$ cat src/rtl/mean_window_writer.sv
// Recursive 3x3 mean stage behind the line buffer, emitting the filtered frame as a
// ready/valid stream. Define MEAN_BORDER_ZERO_EN to output 0 for border centres instead of raw R5.

module mean_window_writer #(
    parameter int WIDTH      = 256,
    parameter int HEIGHT     = 256,
    parameter int FIFO_DEPTH = 4
) (
    input  logic       clk,
    input  logic       rst,
    input  logic       in_valid,
    input  logic [7:0] R1,
    input  logic [7:0] R2,
    input  logic [7:0] R3,
    input  logic [7:0] R4,
    input  logic [7:0] R5,
    input  logic [7:0] R6,
    input  logic [7:0] R7,
    input  logic [7:0] R8,
    input  logic [7:0] R9,
    output logic [7:0] feed,
    output logic [7:0] out_pixel,
    output logic       out_valid,
    input  logic       out_ready,
    output logic       out_eol,
    output logic       out_eof,
    output logic       busy,
    output logic       err
);

    localparam int TOTAL = WIDTH * HEIGHT;
    localparam int T_W   = $clog2(TOTAL + WIDTH + 3);
    localparam int COL_W = $clog2(WIDTH);
    localparam int ROW_W = $clog2(HEIGHT);
    localparam int PTR_W = $clog2(FIFO_DEPTH);

    localparam logic [T_W-1:0]   T_LAST_IN = T_W'(TOTAL - 1);
    localparam logic [T_W-1:0]   T_LAST    = T_W'(TOTAL + WIDTH + 1);
    localparam logic [T_W-1:0]   T_CTR_GO  = T_W'(WIDTH);
    localparam logic [COL_W-1:0] COL_LAST  = COL_W'(WIDTH - 1);
    localparam logic [ROW_W-1:0] ROW_LAST  = ROW_W'(HEIGHT - 1);
    localparam logic [PTR_W:0]   FIFO_FULL = (PTR_W + 1)'(FIFO_DEPTH);

    typedef enum logic [1:0] {
        S_IDLE   = 2'd0,
        S_ACTIVE = 2'd1,
        S_FLUSH  = 2'd2
    } state_t;

    // Rounded mean of nine 8-bit taps; (sum+4)/9 never exceeds 255.
    function automatic logic [7:0] mean9(input logic [11:0] sum);
        return 8'(({1'b0, sum} + 13'd4) / 13'd9);
    endfunction

    state_t           r_state;
    state_t           w_state_nx;
    logic             w_start;
    logic             w_drop;
    logic [T_W-1:0]   r_t;
    logic             r_c_on;
    logic [COL_W-1:0] r_col;
    logic [ROW_W-1:0] r_row;
    logic             w_final;
    logic             w_interior;
    logic [11:0]      w_sum;
    logic [7:0]       w_mean;
    logic [7:0]       w_out_pix;
    logic             r_s1_valid;
    logic [7:0]       r_s1_pix;
    logic             r_s1_eol;
    logic             r_s1_eof;
    logic [9:0]       r_mem [FIFO_DEPTH];
    logic [PTR_W-1:0] r_wr;
    logic [PTR_W-1:0] r_rd;
    logic [PTR_W:0]   r_cnt;
    logic             w_full;
    logic             w_pop;
    logic             w_push;
    logic             w_ovf;
    logic             r_busy;
    logic             r_err;

    // Next-state logic: frame start, input-gap abort, end of input and end of flush.
    always_comb begin
        w_state_nx = r_state;
        w_start    = 1'b0;
        w_drop     = 1'b0;
        case (r_state)
            S_IDLE: begin
                if (in_valid) begin
                    w_state_nx = S_ACTIVE;
                    w_start    = 1'b1;
                end else begin
                    w_state_nx = S_IDLE;
                end
            end
            S_ACTIVE: begin
                if (r_t == T_LAST_IN) begin
                    w_state_nx = S_FLUSH;
                end else if (!in_valid) begin
                    w_state_nx = S_IDLE;
                    w_drop     = 1'b1;
                end else begin
                    w_state_nx = S_ACTIVE;
                end
            end
            S_FLUSH: begin
                if (r_t == T_LAST) begin
                    w_state_nx = S_IDLE;
                end else begin
                    w_state_nx = S_FLUSH;
                end
            end
            default: begin
                w_state_nx = S_IDLE;
            end
        endcase
    end

    // State register and busy flag.
    always_ff @(posedge clk or negedge rst) begin
        if (!rst) begin
            r_state <= S_IDLE;
            r_busy  <= 1'b0;
        end else begin
            r_state <= w_state_nx;
            r_busy  <= (w_state_nx != S_IDLE);
        end
    end

    // Cycle counter t: 0 on the first cycle the first pixel sits in R9.
    always_ff @(posedge clk or negedge rst) begin
        if (!rst) begin
            r_t <= '0;
        end else if (w_start) begin
            r_t <= '0;
        end else if (r_state != S_IDLE) begin
            r_t <= r_t + 1'b1;
        end
    end

    // Centre row/column tracking; the centre reaches index 0 once t equals WIDTH+1.
    always_ff @(posedge clk or negedge rst) begin
        if (!rst) begin
            r_c_on <= 1'b0;
            r_col  <= '0;
            r_row  <= '0;
        end else if (w_start || w_drop) begin
            r_c_on <= 1'b0;
            r_col  <= '0;
            r_row  <= '0;
        end else if (r_c_on) begin
            if (w_final) begin
                r_c_on <= 1'b0;
            end else if (r_col == COL_LAST) begin
                r_col <= '0;
                r_row <= r_row + 1'b1;
            end else begin
                r_col <= r_col + 1'b1;
            end
        end else if ((r_state != S_IDLE) && (r_t == T_CTR_GO)) begin
            r_c_on <= 1'b1;
            r_col  <= '0;
            r_row  <= '0;
        end
    end

    assign w_final    = r_c_on && (r_row == ROW_LAST) && (r_col == COL_LAST);
    assign w_interior = r_c_on && (r_row != '0) && (r_row != ROW_LAST)
                               && (r_col != '0) && (r_col != COL_LAST);
    assign w_sum = {4'd0, R1} + {4'd0, R2} + {4'd0, R3} + {4'd0, R4} + {4'd0, R5}
                 + {4'd0, R6} + {4'd0, R7} + {4'd0, R8} + {4'd0, R9};
    assign w_mean = mean9(w_sum);

    // Feedback into the buffer and the value emitted for the current centre.
    always_comb begin
        feed      = R5;
        w_out_pix = R5;
        if (w_interior) begin
            feed      = w_mean;
            w_out_pix = w_mean;
        end else begin
            feed = R5;
`ifdef MEAN_BORDER_ZERO_EN
            w_out_pix = 8'd0;
`else
            w_out_pix = R5;
`endif
        end
    end

    // Output stage 1: pixel with its row/frame markers.
    always_ff @(posedge clk or negedge rst) begin
        if (!rst) begin
            r_s1_valid <= 1'b0;
            r_s1_pix   <= 8'd0;
            r_s1_eol   <= 1'b0;
            r_s1_eof   <= 1'b0;
        end else begin
            r_s1_valid <= r_c_on;
            r_s1_pix   <= w_out_pix;
            r_s1_eol   <= (r_col == COL_LAST);
            r_s1_eof   <= w_final;
        end
    end

    // A pop frees a slot in the same cycle, so push+pop while full is not an overflow.
    assign w_full = (r_cnt == FIFO_FULL);
    assign w_pop  = out_valid && out_ready;
    assign w_push = r_s1_valid && (!w_full || w_pop);
    assign w_ovf  = r_s1_valid && w_full && !w_pop;

    // Show-ahead FIFO storage and pointers.
    always_ff @(posedge clk or negedge rst) begin
        if (!rst) begin
            for (int i = 0; i < FIFO_DEPTH; i++) begin
                r_mem[i] <= 10'd0;
            end
            r_wr  <= '0;
            r_rd  <= '0;
            r_cnt <= '0;
        end else begin
            if (w_push) begin
                r_mem[r_wr] <= {r_s1_eof, r_s1_eol, r_s1_pix};
                r_wr        <= r_wr + 1'b1;
            end
            if (w_pop) begin
                r_rd <= r_rd + 1'b1;
            end
            case ({w_push, w_pop})
                2'b10:   r_cnt <= r_cnt + 1'b1;
                2'b01:   r_cnt <= r_cnt - 1'b1;
                default: r_cnt <= r_cnt;
            endcase
        end
    end

    // Sticky error, cleared only when a new frame starts.
    always_ff @(posedge clk or negedge rst) begin
        if (!rst) begin
            r_err <= 1'b0;
        end else begin
            r_err <= (w_start ? 1'b0 : r_err) | w_ovf | w_drop;
        end
    end

    assign out_valid = (r_cnt != '0);
    assign out_pixel = r_mem[r_rd][7:0];
    assign out_eol   = r_mem[r_rd][8];
    assign out_eof   = r_mem[r_rd][9];
    assign busy      = r_busy;
    assign err       = r_err;

endmodule

$ cat config.mk
export PLATFORM = sky130hd
export DESIGN_NAME = mean_window_writer
export DESIGN_NICKNAME = d
export VERILOG_FILES = /design/src/rtl/mean_window_writer.sv
export SDC_FILE = /design/constraint.sdc
export NUM_CORES = 1
export LEC_CHECK = 0
export CAP_MARGIN = 10
export CORE_ASPECT_RATIO = 1.4
export CORE_MARGIN = 8
export CORE_UTILIZATION = 40
export CTS_CLUSTER_SIZE = 28
export DETAILED_ROUTE_END_ITERATION = 12
export PLACE_DENSITY = 0.72
export REMOVE_ABC_BUFFERS = 1
export SLEW_MARGIN = 30
export SYNTH_ARGS = -nofsm -noshare
export SYNTH_HDL_FRONTEND = slang
export SYNTH_SLANG_ARGS = --single-unit
$ cat constraint.sdc
create_clock -name clk -period 19.8 [get_ports clk]
set_clock_uncertainty 0.1 [all_clocks]
set_input_delay 3.96 -clock clk [delete_from_list [all_inputs] [get_ports clk]]
set_output_delay 3.96 -clock clk [all_outputs]
set_load 0.005 [all_outputs]
---- Yosys cells after proc, flatten, opt, wreduce, memory -nomap -nowiden ----
Index checks and enable logic that the tools add are counted.
storage, ports and cells
  register bits after elaboration ......... 96
  input bits .............................. 76
  output and inout port bits .............. 21
operators by class
  add/subtract/negate cells ............... 16
  div/mod/pow operators ................... 1
  order comparisons ....................... 3
  equality and inequality tests ........... 14
  mux-type cells .......................... 33
  bitwise operators ....................... 4
  reductions and logical operators ........ 27
operators with widths
  kind                                                                number
  8-bit 2-to-1 mux                                                    10
  12-bit by 8-bit adder with 12-bit output                            4
  40-bit bitwise mux                                                  1
  17-bit 2-to-1 mux                                                   2
  10-bit 2-to-1 mux                                                   3
  10-bit binary-select mux with 2-bit select                          1
  10-bit demux with 2-bit select                                      1
  17-bit by 1-bit adder with 17-bit output (second input constant)    1
  17-bit by 16-bit == test with 1-bit output (second input constant)  1
  17-bit == test (second input constant)                              1
  17-bit by 9-bit == test with 1-bit output (second input constant)   1
  8-bit by 1-bit adder with 8-bit output (second input constant)      2
  8-bit == test (second input constant)                               2
  8-bit inequality test (second input constant)                       2
  8-bit nonzero test                                                  2
  12-bit by 3-bit adder with 13-bit output (second input constant)    1
  13-bit by 4-bit divider with 13-bit output (second input constant)  1
  11-bit by 8-bit adder with 12-bit output                            1
  1-bit logical AND                                                   12
  10-bit by 8-bit adder with 11-bit output                            1
  1-bit 2-to-1 mux                                                    11
  9-bit by 8-bit adder with 10-bit output                             1
  8-bit by 8-bit adder with 9-bit output                              1
  2-bit nonzero test                                                  4
  other kinds (21)                                                    31

---- Logic depth before layout (Yosys ltp) ----
Gate-level depths: netlist of run 1.
  depth in word-level cells ............... 11
  gate-level depth with buffers ........... 31
  gate-level depth less buffers ........... 29

---- Worst setup path before layout of run 1 ----
No wires, ideal clock.
  path kind ............................... input to output
  start ................................... in R7[2]
  end ..................................... out feed[0]
  data arrival time ....................... 10641 ps
  setup slack ............................. 5099 ps
  cell stages on the path ................. 27
  path buffers ............................ 0
  cells stage by stage .................... fa_1 fa_1 fa_1 inv_1 fa_1 inv_1 ha_1 fa_1 a21o_1 a21oi_2 xnor2_1 o21ai_1 and3_1 a211oi_2 and2_1 a31oi_1 a32oi_2 a31oi_1 o311a_1 o21ai_1 xnor2_1 ha_1 inv_1 a31oi_1 mux2i_1 nor2_1 o32a_1
between the ends
  word-level cells in the longest chain between the ends .. 6
RTL lines
  item                                                   RTL line  source
  from (decl)                                            18        input logic [7:0] R7,
  12-bit by 8-bit adder with 12-bit output (3 in a row)  172       + {4'd0, R6} + {4'd0, R7} + {4'd0, R8} + {4'd0, R9};
  12-bit by 3-bit adder with 13-bit output               52        return 8'(({1'b0, sum} + 13'd4) / 13'd9);
  13-bit by 4-bit divider with 13-bit output             52
  8-bit 2-to-1 mux                                       179       if (w_interior) begin
  to (decl)                                              21        output logic [7:0] feed,
No other way between the ends.

---- Worst setup path in the final report of run 1 ----
  start ................................... in R5[1]
  end ..................................... out feed[0]
between the ends
  word-level cells in the longest chain between the ends .. 8
RTL lines
  item                                                   RTL line  source
  from (decl)                                            16        input logic [7:0] R5,
  11-bit by 8-bit adder with 12-bit output               171       assign w_sum = {4'd0, R1} + {4'd0, R2} + {4'd0, R3} + {4'd0, R4} + {4'd0, R5}
  12-bit by 8-bit adder with 12-bit output (4 in a row)  172
  12-bit by 3-bit adder with 13-bit output               52
  13-bit by 4-bit divider with 13-bit output             52
  8-bit 2-to-1 mux                                       179
No other way between the ends.

==> impl_metrics.csv, run 1 <==
group,metric,value,unit
timing,setup_violations,0,
detailed_routing,drt_iter0_drc,477,
synth,netlist_top_cells_area,"dfrtp_1, fa_1, mux2_2",
hold_path,hp-start,"r_cnt[2]",
critical_path,end_kind,"output port",
clock_tree,cts_max_path_buffers,2,
synth,ys.flop_type,"dfrtp_1",
timing,rsz0062_at_grt,"no",
placed_design,place_congestion,0.980,
layout,area_growth,19.8,%
synth,synth.largest_area_cell,"dfrtp_1",
floorplan,die_area,23500,um2
detailed_routing,wirelength,18300,um
global_route,antenna_found_initial,0,
critical_path,max_stage_delay,0.55,ns
global_route,grt_overflow,0,
clock_tree,cts_tree,"built",
critical_path,worstSetupStartpointType,"input port",
floorplan,coreArea,18500,um2
synth,ys_types,83,
clock_tree,cts_resized,0,
layout,fillers,1670,
synth,netlist_area,7530,um2
hold_path,hp-class,"flip-flop to flip-flop",
critical_path,rrSetupSlack,16.09,ns
outcome,status,"complete, no violations",
critical_path,slowest_stage,"fa_1",
global_route,grt_usage,16.3,%
timing,fin_crit,16.43,ns
layout,seqCellArea,2400,um2
synth,synth_seq_cells,96,
hold_path,holdPathStages,1,
global_route,grt_pass1_wl,31400,um
timing,fin_tns_setup,0,ns
synth,synth.most_common_cell,"dfrtp_1",
floorplan,die_w,132,um
clock_tree,cts.sinks,96,
layout,multi_input_area,4740,um2
detailed_routing,ant_nets,0,
clock_tree,h-tree-depth,3,
synth,yosys_warnings,0,
clock_tree,hold_buffers,0,
critical_path,r2r-end,"r_row[7]",
critical_path,arrival,12.37,ns
critical_path,path_max_fanout,8,
critical_path,regToRegStartpoint,"r_t[6]",
critical_path,crit_required,15.74,ns
synth,async_reset_ff_share,100,%
critical_path,path_common_cell,"fa_1",
clock_tree,clock_latency,0.34,ns
layout,diodes,0,
timing,worst_pin_slew,0.889,ns
floorplan,io_pins,97,
critical_path,r2r_cells,13,
detailed_routing,vias,5877,
clock_tree,clock-root-buffer,"clkbuf_16",
timing,clock.fmax,0.0609,GHz
clock_tree,path_clk_slew,0.06,ns
placed_design,buffer_ports.inserted,96,
layout,drive_gt1_share,13.0,%
hold_path,holdPathEnd,"r_cnt[2]",
layout,nNetsFinal,976,
synth,synthCells,725,
critical_path,criticalPathCategory,"input port to output port",
synth,synth_common_cells,"dfrtp_1, inv_1, fa_1, nand2_1",
synth,synth_enable_flop_cells,0,
floorplan,initial_utilization,40.6,%
global_route,grt_pass1_vias,6254,
timing,fin_crit_sh,83.0,%
synth,syn_area_per_cell,10.4,um2
global_route,grt_max_degree,78,
placed_design,dp_hpwl,14800,um
detailed_routing,wl_per_cell,17.2,um
flow_run,max_cap_violations,0,
synth,yosysTopAreaCellShare,31.9,%
timing,finalHoldViolCount,0,
detailed_routing,viasPerCell,5.52,
floorplan,fp.dieH,178,um
detailed_routing,first_pass_iters,6,
timing,slew_viol_final,0,
clock_tree,postCtsSetupBuffers,0,
detailed_routing,drcViolationCount,0,
clock_tree,cts_inserted_buffers,9,
timing,max_slew_margin,40.3,%
synth,yosysSeqAreaShare,31.9,%
floorplan,rows,59,
## through the flow
| step | util, % | cells | hold WS [ns] | instance area [um2] | setup WS [ns] |
|---|---|---|---|---|---|
| CTS | 48.6 | 1064 | 0.385 | 9010 | 3.42 |
| detailed placement | 47.0 | 1049 | 0.375 | 8710 | 3.43 |
| global placement | 47.0 | 1049 | 0.365 | 8710 | 3.52 |
| floorplan | - | 707 | 0.312 | 7430 | 5.10 |
| finish | 48.6 | 1064 | 0.378 | 9010 | 3.37 |
| global route | 48.6 | 1064 | 0.399 | 9010 | 2.93 |
## worst max-delay path: cells and delay by family
family	cells	cell delay, ns
XOR/XNOR	2	0.71
multiplexers	1	0.14
buffers and inverters	5	1.16
adder cells (fa/ha/maj)	7	3.03
AO/OA/AOI/OAI	9	2.14
AND/OR/NAND/NOR	5	1.20
## how the worst max path moves through the flow
stage / start / slack (ns) / end
floorplan: R7[2] / 5.10 / feed[0]
global placement: R5[1] / 3.52 / feed[0]
detailed placement: R5[1] / 3.43 / feed[0]
CTS: R5[1] / 3.42 / feed[0]
global route: R5[1] / 2.93 / feed[0]
finish: R5[1] / 3.37 / feed[0]
## placed cells by master (no fill, tap or decap), types with 10 or more instances in the layout
| cell type | Yosys | layout |
|---|---|---|
| ha_1 | 28 | 28 |
| mux4_2 | 10 | 10 |
| o21ai_0 | 39 | 39 |
| xnor2_1 | 11 | 11 |
| nand2_1 | 46 | 46 |
| o31ai_1 | 11 | 11 |
| nand4_1 | 11 | 11 |
| clkdlybuf4s50_1 | 0 | 95 |
| a21oi_1 | 32 | 32 |
| xor2_1 | 12 | 12 |
| inv_1 | 77 | 77 |
| dfrtp_1 | 96 | 96 |
| nor2_1 | 45 | 45 |
| and3_1 | 11 | 11 |
| fa_1 | 56 | 56 |
| nand3_1 | 29 | 29 |
| mux2_2 | 45 | 45 |
## layer usage
layer,vias to the layer above,track usage [%],share of wire (%),wire (um)
met1,2900,17.9,39,7220
li1,2766,-,-,-
met5,-,0,0,0
met4,0,6.10,2.2,404
met2,186,30.3,53,9690
met3,25,3.24,5.5,1010
## state kept, by name, indices dropped and copies added, names as in the netlist
name,count
r_mem,40
r_t,17
r_col,8
r_row,8
r_s1_pix,8
r_cnt,3
r_rd,2
r_state,2
r_wr,2
busy,1
err,1
r_c_on,1
r_s1_eof,1
r_s1_eol,1
r_s1_valid,1
## cell type report
type	count	area share, %
multi-input combinational	534	52.6
sequential	96	26.7
timing repair buffer	98	10.8
tap	244	3.39
inverter	77	3.21
clock buffer	11	2.69
clock inverter	4	0.597
## kinds of logic after synthesis
group                    count (synthesis)  share of synthesized area (%)
AND/OR/NAND/NOR                        199                           13.6
buffers and inverters                   95                           5.15
multiplexers                            59                           10.3
flip-flops                              96                           31.9
adder cells (fa/ha/maj)                 84                           19.6
XOR/XNOR                                27                           3.54
AO/OA/AOI/OAI                          165                           16.0
Power of run 1 is left out: the tool's default activity adds up to more than one toggle a clock period on the data nets, which glitch-free logic cannot reach.
==> run 2, diff against run 1 <==
- PLACE_DENSITY: 0.72 -> 0.74
- clock period: 19.8 -> 13.6 ns (I/O delays scaled with it)
==> impl_metrics.csv, run 2 (synthesis results as in run 1) <==
group,metric,value,unit
outcome,status,"complete, no violations",
floorplan,rows,59,
floorplan,io_pins,97,
layout,final_common_cell,"dfrtp_1",
critical_path,path_max_fanout,4,
clock_tree,path_clk_slew,0.06,ns
global_route,grt_pass1_vias,6443,
critical_path,rrSetupSlack,9.94,ns
timing,max_slew_margin,47.3,%
critical_path,path_delay_family,"adder cells",
layout,drive_gt1_share,22.5,%
global_route,antenna_found_initial,0,
layout,area_growth,28.7,%
timing,fin_crit,13.42,ns
critical_path,slowest_stage,"fa_1",
floorplan,coreArea,18500,um2
critical_path,max_stage_delay,0.57,ns
critical_path,end_kind,"output port",
critical_path,path_common_cell,"fa_1",
hold_path,holdPathEnd,"r_s1_valid",
layout,reg.largest.list,"r_mem x40, r_t x17",
layout,regMostFlops,"r_mem",
clock_tree,cts_tree,"built",
hold_path,hp-start,"r_c_on",
layout,layout_common_cells,"dfrtp_1, clkdlybuf4s50_1, inv_1, fa_1, mux2_2",
detailed_routing,route.met3.wl,1160,um
layout,seqCellArea,2400,um2
critical_path,arrival,10.60,ns
detailed_routing,first_pass_iters,5,
detailed_routing,routed.top_layer,"met4",
layout,largest_reg_flops,40,
clock_tree,h-tree-depth,3,
global_route,grt_overflow,0,
global_route,grt_usage,16.3,%
critical_path,r2r-end,"r_row[7]",
global_route,grt_max_degree,53,
clock_tree,clock_latency,0.34,ns
layout,fillers,1610,
detailed_routing,ant_nets,0,
detailed_routing,viasPerCell,5.58,
detailed_routing,drt_iter0_drc,399,
hold_path,hp-class,"flip-flop to flip-flop",
placed_design,buffer_ports.inserted,96,
detailed_routing,wl_per_cell,17.7,um
layout,final_util,52.3,%
floorplan,die_w,132,um
layout,multi_input_area,5090,um2
layout,diodes,0,
clock_tree,clock-root-buffer,"clkbuf_16",
timing,worst_pin_slew,0.788,ns
clock_tree,cts_max_path_buffers,2,
timing,setup_violations,0,
clock_tree,cts.sinks,96,
flow_run,max_cap_violations,0,
detailed_routing,drcViolationCount,0,
timing,finalHoldViolCount,0,
detailed_routing,vias,6166,
detailed_routing,wirelength,19600,um
timing,fin_crit_sh,98.6,%
critical_path,worstSetupStartpointType,"input port",
clock_tree,hold_buffers,0,
critical_path,regToRegStartpoint,"r_t[5]",
detailed_routing,met2_length,10200,um
layout,nNetsFinal,1016,
placed_design,dp_hpwl,15300,um
clock_tree,cts_inserted_buffers,9,
critical_path,r2r_cells,13,
placed_design,place_congestion,0.942,
detailed_routing,m1WireLength,7650,um
floorplan,die_area,23500,um2
hold_path,holdPathStages,0,
floorplan,initial_utilization,40.6,%
timing,slew_viol_final,0,
critical_path,criticalPathCategory,"input port to output port",
floorplan,fp.dieH,178,um
global_route,grt_pass1_wl,31500,um
critical_path,critPathBufInv,5,
timing,clock.fmax,0.0745,GHz
critical_path,crit_required,10.78,ns
-- run 2: cell types whose count changed in the layout (fill, tap and decap cells not counted), sizes merged --
cell      delta
inv          -1
buf         +40
clkinv       +2
clkbuf       -1
clkinvlp     +1
-- run 2: routing by layer --
layer	vias up	GRT usage, %
met4	0	7.11
met3	46	2.90
met2	247	30.2
li1	2855	-
met5	-	0
met1	3018	17.9
-- run 2: cell type report --
class	instances	share of cell area, %
Timing Repair Buffer	138	13.4
Inverter	77	2.98
Multi-Input combinational cell	534	52.6
Clock buffer	10	2.36
Tap cell	244	3.15
Clock inverter	6	0.724
Sequential cell	96	24.8
-- run 2: what timing repair did --
item | 4_1_cts | 5_1_grt
buffers inserted | 3 | 13
gates resized for setup | 3 | 64
pin swaps | 1 | 22
endpoints found under the setup margin | 1 | 2
cloned | 0 | 0
-- run 2: how the worst max path moves through the flow --
stage / from / end / slack [ns] / depth (start not counted)
2_1_floorplan: R7[2] / feed[0] / 1.38 / 27
3_3_place_gp: R7[2] / feed[0] / 0.14 / 29
3_5_place_dp: R7[2] / feed[0] / -0.01 / 29
4_1_cts: R7[2] / feed[0] / 0.01 / 29
5_1_grt: R1[5] / feed[0] / -0.24 / 31
6_report: R9[2] / feed[0] / 0.18 / 29
-- run 2: metrics by stage --
step	hold slack (ns)	cells	worst slack (ns)	TNS, ns	instance area, um2
after floorplan	0.312	707	1.38	0	7430
after global placement	0.354	1072	0.137	0	8880
after detailed placement	0.356	1073	-0.0103	-0.0103	8910
after CTS	0.372	1092	0.0140	0	9260
after global routing	0.399	1105	-0.240	-0.240	9680
final	0.370	1105	0.185	0	9680
Power of run 2 is left out for the same reason.
==> run 3, diff against run 2 <==
- SKIP_LAST_GASP: unset -> 1
- SLEW_MARGIN: 30 -> unset
==> impl_metrics.csv, run 3 (synthesis results as in run 1) <==
group,metric,value,unit
outcome,status,"complete, no violations",
global_route,antenna_found_initial,0,
detailed_routing,drcViolationCount,0,
critical_path,path_max_fanout,7,
detailed_routing,wirelength,19500,um
timing,clock.fmax,0.0743,GHz
clock_tree,h-tree-depth,3,
clock_tree,path_clk_slew,0.06,ns
clock_tree,cts_tree,"built",
clock_tree,cts.sinks,96,
timing,setup_violations,0,
critical_path,path_common_cell,"fa_1",
timing,fin_crit,13.45,ns
clock_tree,clock-root-buffer,"clkbuf_16",
placed_design,placed_cells,1072,
timing,fin_crit_sh,98.9,%
timing,worst_pin_slew,0.984,ns
layout,largest_reg_flops,40,
detailed_routing,vias,6186,
floorplan,die_w,132,um
detailed_routing,wl_per_cell,17.8,um
clock_tree,cts_inserted_buffers,9,
layout,layout_common_cells,"dfrtp_1, clkdlybuf4s50_1, inv_1, fa_1",
critical_path,arrival,10.63,ns
placed_design,place_congestion,0.942,
detailed_routing,ant_nets,0,
critical_path,critPathBufInv,6,
floorplan,fp.dieH,178,um
global_route,grt-busiest-layer,"met2",
global_route,use_met1,17.6,%
floorplan,io_pins,97,
layout,final_cells,1099,
global_route,use_met3,3.30,%
floorplan,coreArea,18500,um2
placed_design,buffer_ports.inserted,96,
critical_path,worstSetupStartpointType,"input port",
floorplan,die_area,23500,um2
critical_path,slowest_stage,"fa_1",
layout,drive_gt1_share,21.4,%
global_route,grtUsageMet2,30.6,%
layout,reg.largest.list,"r_mem x40, r_t x17",
detailed_routing,drt_iter0_drc,375,
flow_run,max_cap_violations,0,
placed_design,post-place-ws,-0.0277,ns
critical_path,criticalPathCategory,"input port to output port",
timing,max_slew_margin,34.4,%
hold_path,hp-class,"flip-flop to flip-flop",
critical_path,max_stage_delay,0.58,ns
floorplan,initial_utilization,40.6,%
layout,regMostFlops,"r_mem",
detailed_routing,viasPerCell,5.63,
layout,design_area,9600,um2
clock_tree,cts_max_path_buffers,2,
critical_path,end_kind,"output port",
global_route,grt_max_degree,81,
global_route,grt_pass1_vias,6501,
clock_tree,clock_latency,0.34,ns
layout,nNetsFinal,1011,
layout,final_common_cell,"dfrtp_1",
timing,finalHoldViolCount,0,
placed_design,dpl-instance-area,8880,um2
critical_path,path_delay_family,"adder cells",
critical_path,crit_required,10.78,ns
timing,fin_tns_setup,0,ns
timing,layout_setup_ws,0.147,ns
placed_design,dp_hpwl,15200,um
layout,area_growth,27.6,%
layout,diodes,0,
global_route,grt_overflow,0,
timing,slew_viol_final,0,
global_route,grt_pass1_wl,31700,um
floorplan,rows,59,
global_route,grt_usage,16.4,%
detailed_routing,first_pass_iters,5,
[run 3: cell count changes in the layout (fill, tap and decap cells not counted), moves of 2 or more]
cell	before	now
ha_4	3	0
ha_2	0	3
a21oi_1	23	25
a21oi_4	3	1
bufinv_16	1	4
buf_4	41	37
o31ai_4	3	1
clkinvlp_4	3	0
[run 3: area by class of cell]
class	count	area, um2
fill	1592	8920
multi-input combinational	534	5000
sequential	96	2400
timing repair buffer	133	1240
tap	244	305
inverter	77	289
clock buffer	10	239
clock inverter	5	129
[run 3: metrics by stage]
step	util, %	hold slack, ns
2_1_floorplan	-	0.312
3_3_place_gp	48.0	0.354
3_5_place_dp	48.0	0.353
4_1_cts	50.1	0.373
5_1_grt	51.8	0.401
6_report	51.8	0.367
[run 3: path summary, 6_finish.rpt]
check	start	to	slack, ns	cells past startpoint
min in group asynchronous	rst	r_t[9]	2.14	1
worst max register to register	r_t[5]	r_row[7]	9.88	13
worst min register to register	r_c_on	r_s1_valid	0.37	0
worst max-delay path	R7[2]	feed[0]	0.15	30
max in group asynchronous	rst	r_mem[0]	10.01	2
worst min-delay path	r_c_on	r_s1_valid	0.37	0
[run 3: worst register-to-register path, cell delays in order, from the launching register on]
cell      delay [ns]
dfrtp_1         0.45
and4_1          0.22
nand3_1         0.15
nor4_1          0.10
ha_1            0.22
nand2b_1        0.16
mux2_2          0.27
o21ai_0         0.53
nor2_1          0.23
nor2_1          0.52
and4_1          0.34
nand3_1         0.11
xor2_1          0.14
nor2_1          0.05
[run 3: routing by layer]
layer  part of all wire, %  up-vias
li1                      -     2835
met4                   4.0        0
met1                    39     3076
met3                   5.3       60
met2                    52      215
met5                     0        -
[run 3: what timing repair did]
item,in CTS,in global routing
buffers inserted,2,10
pin swaps,1,14
endpoints found under the setup margin,1,2
hold buffers,0,0
gates resized for setup,2,50
Power of run 3 is left out for the same reason.
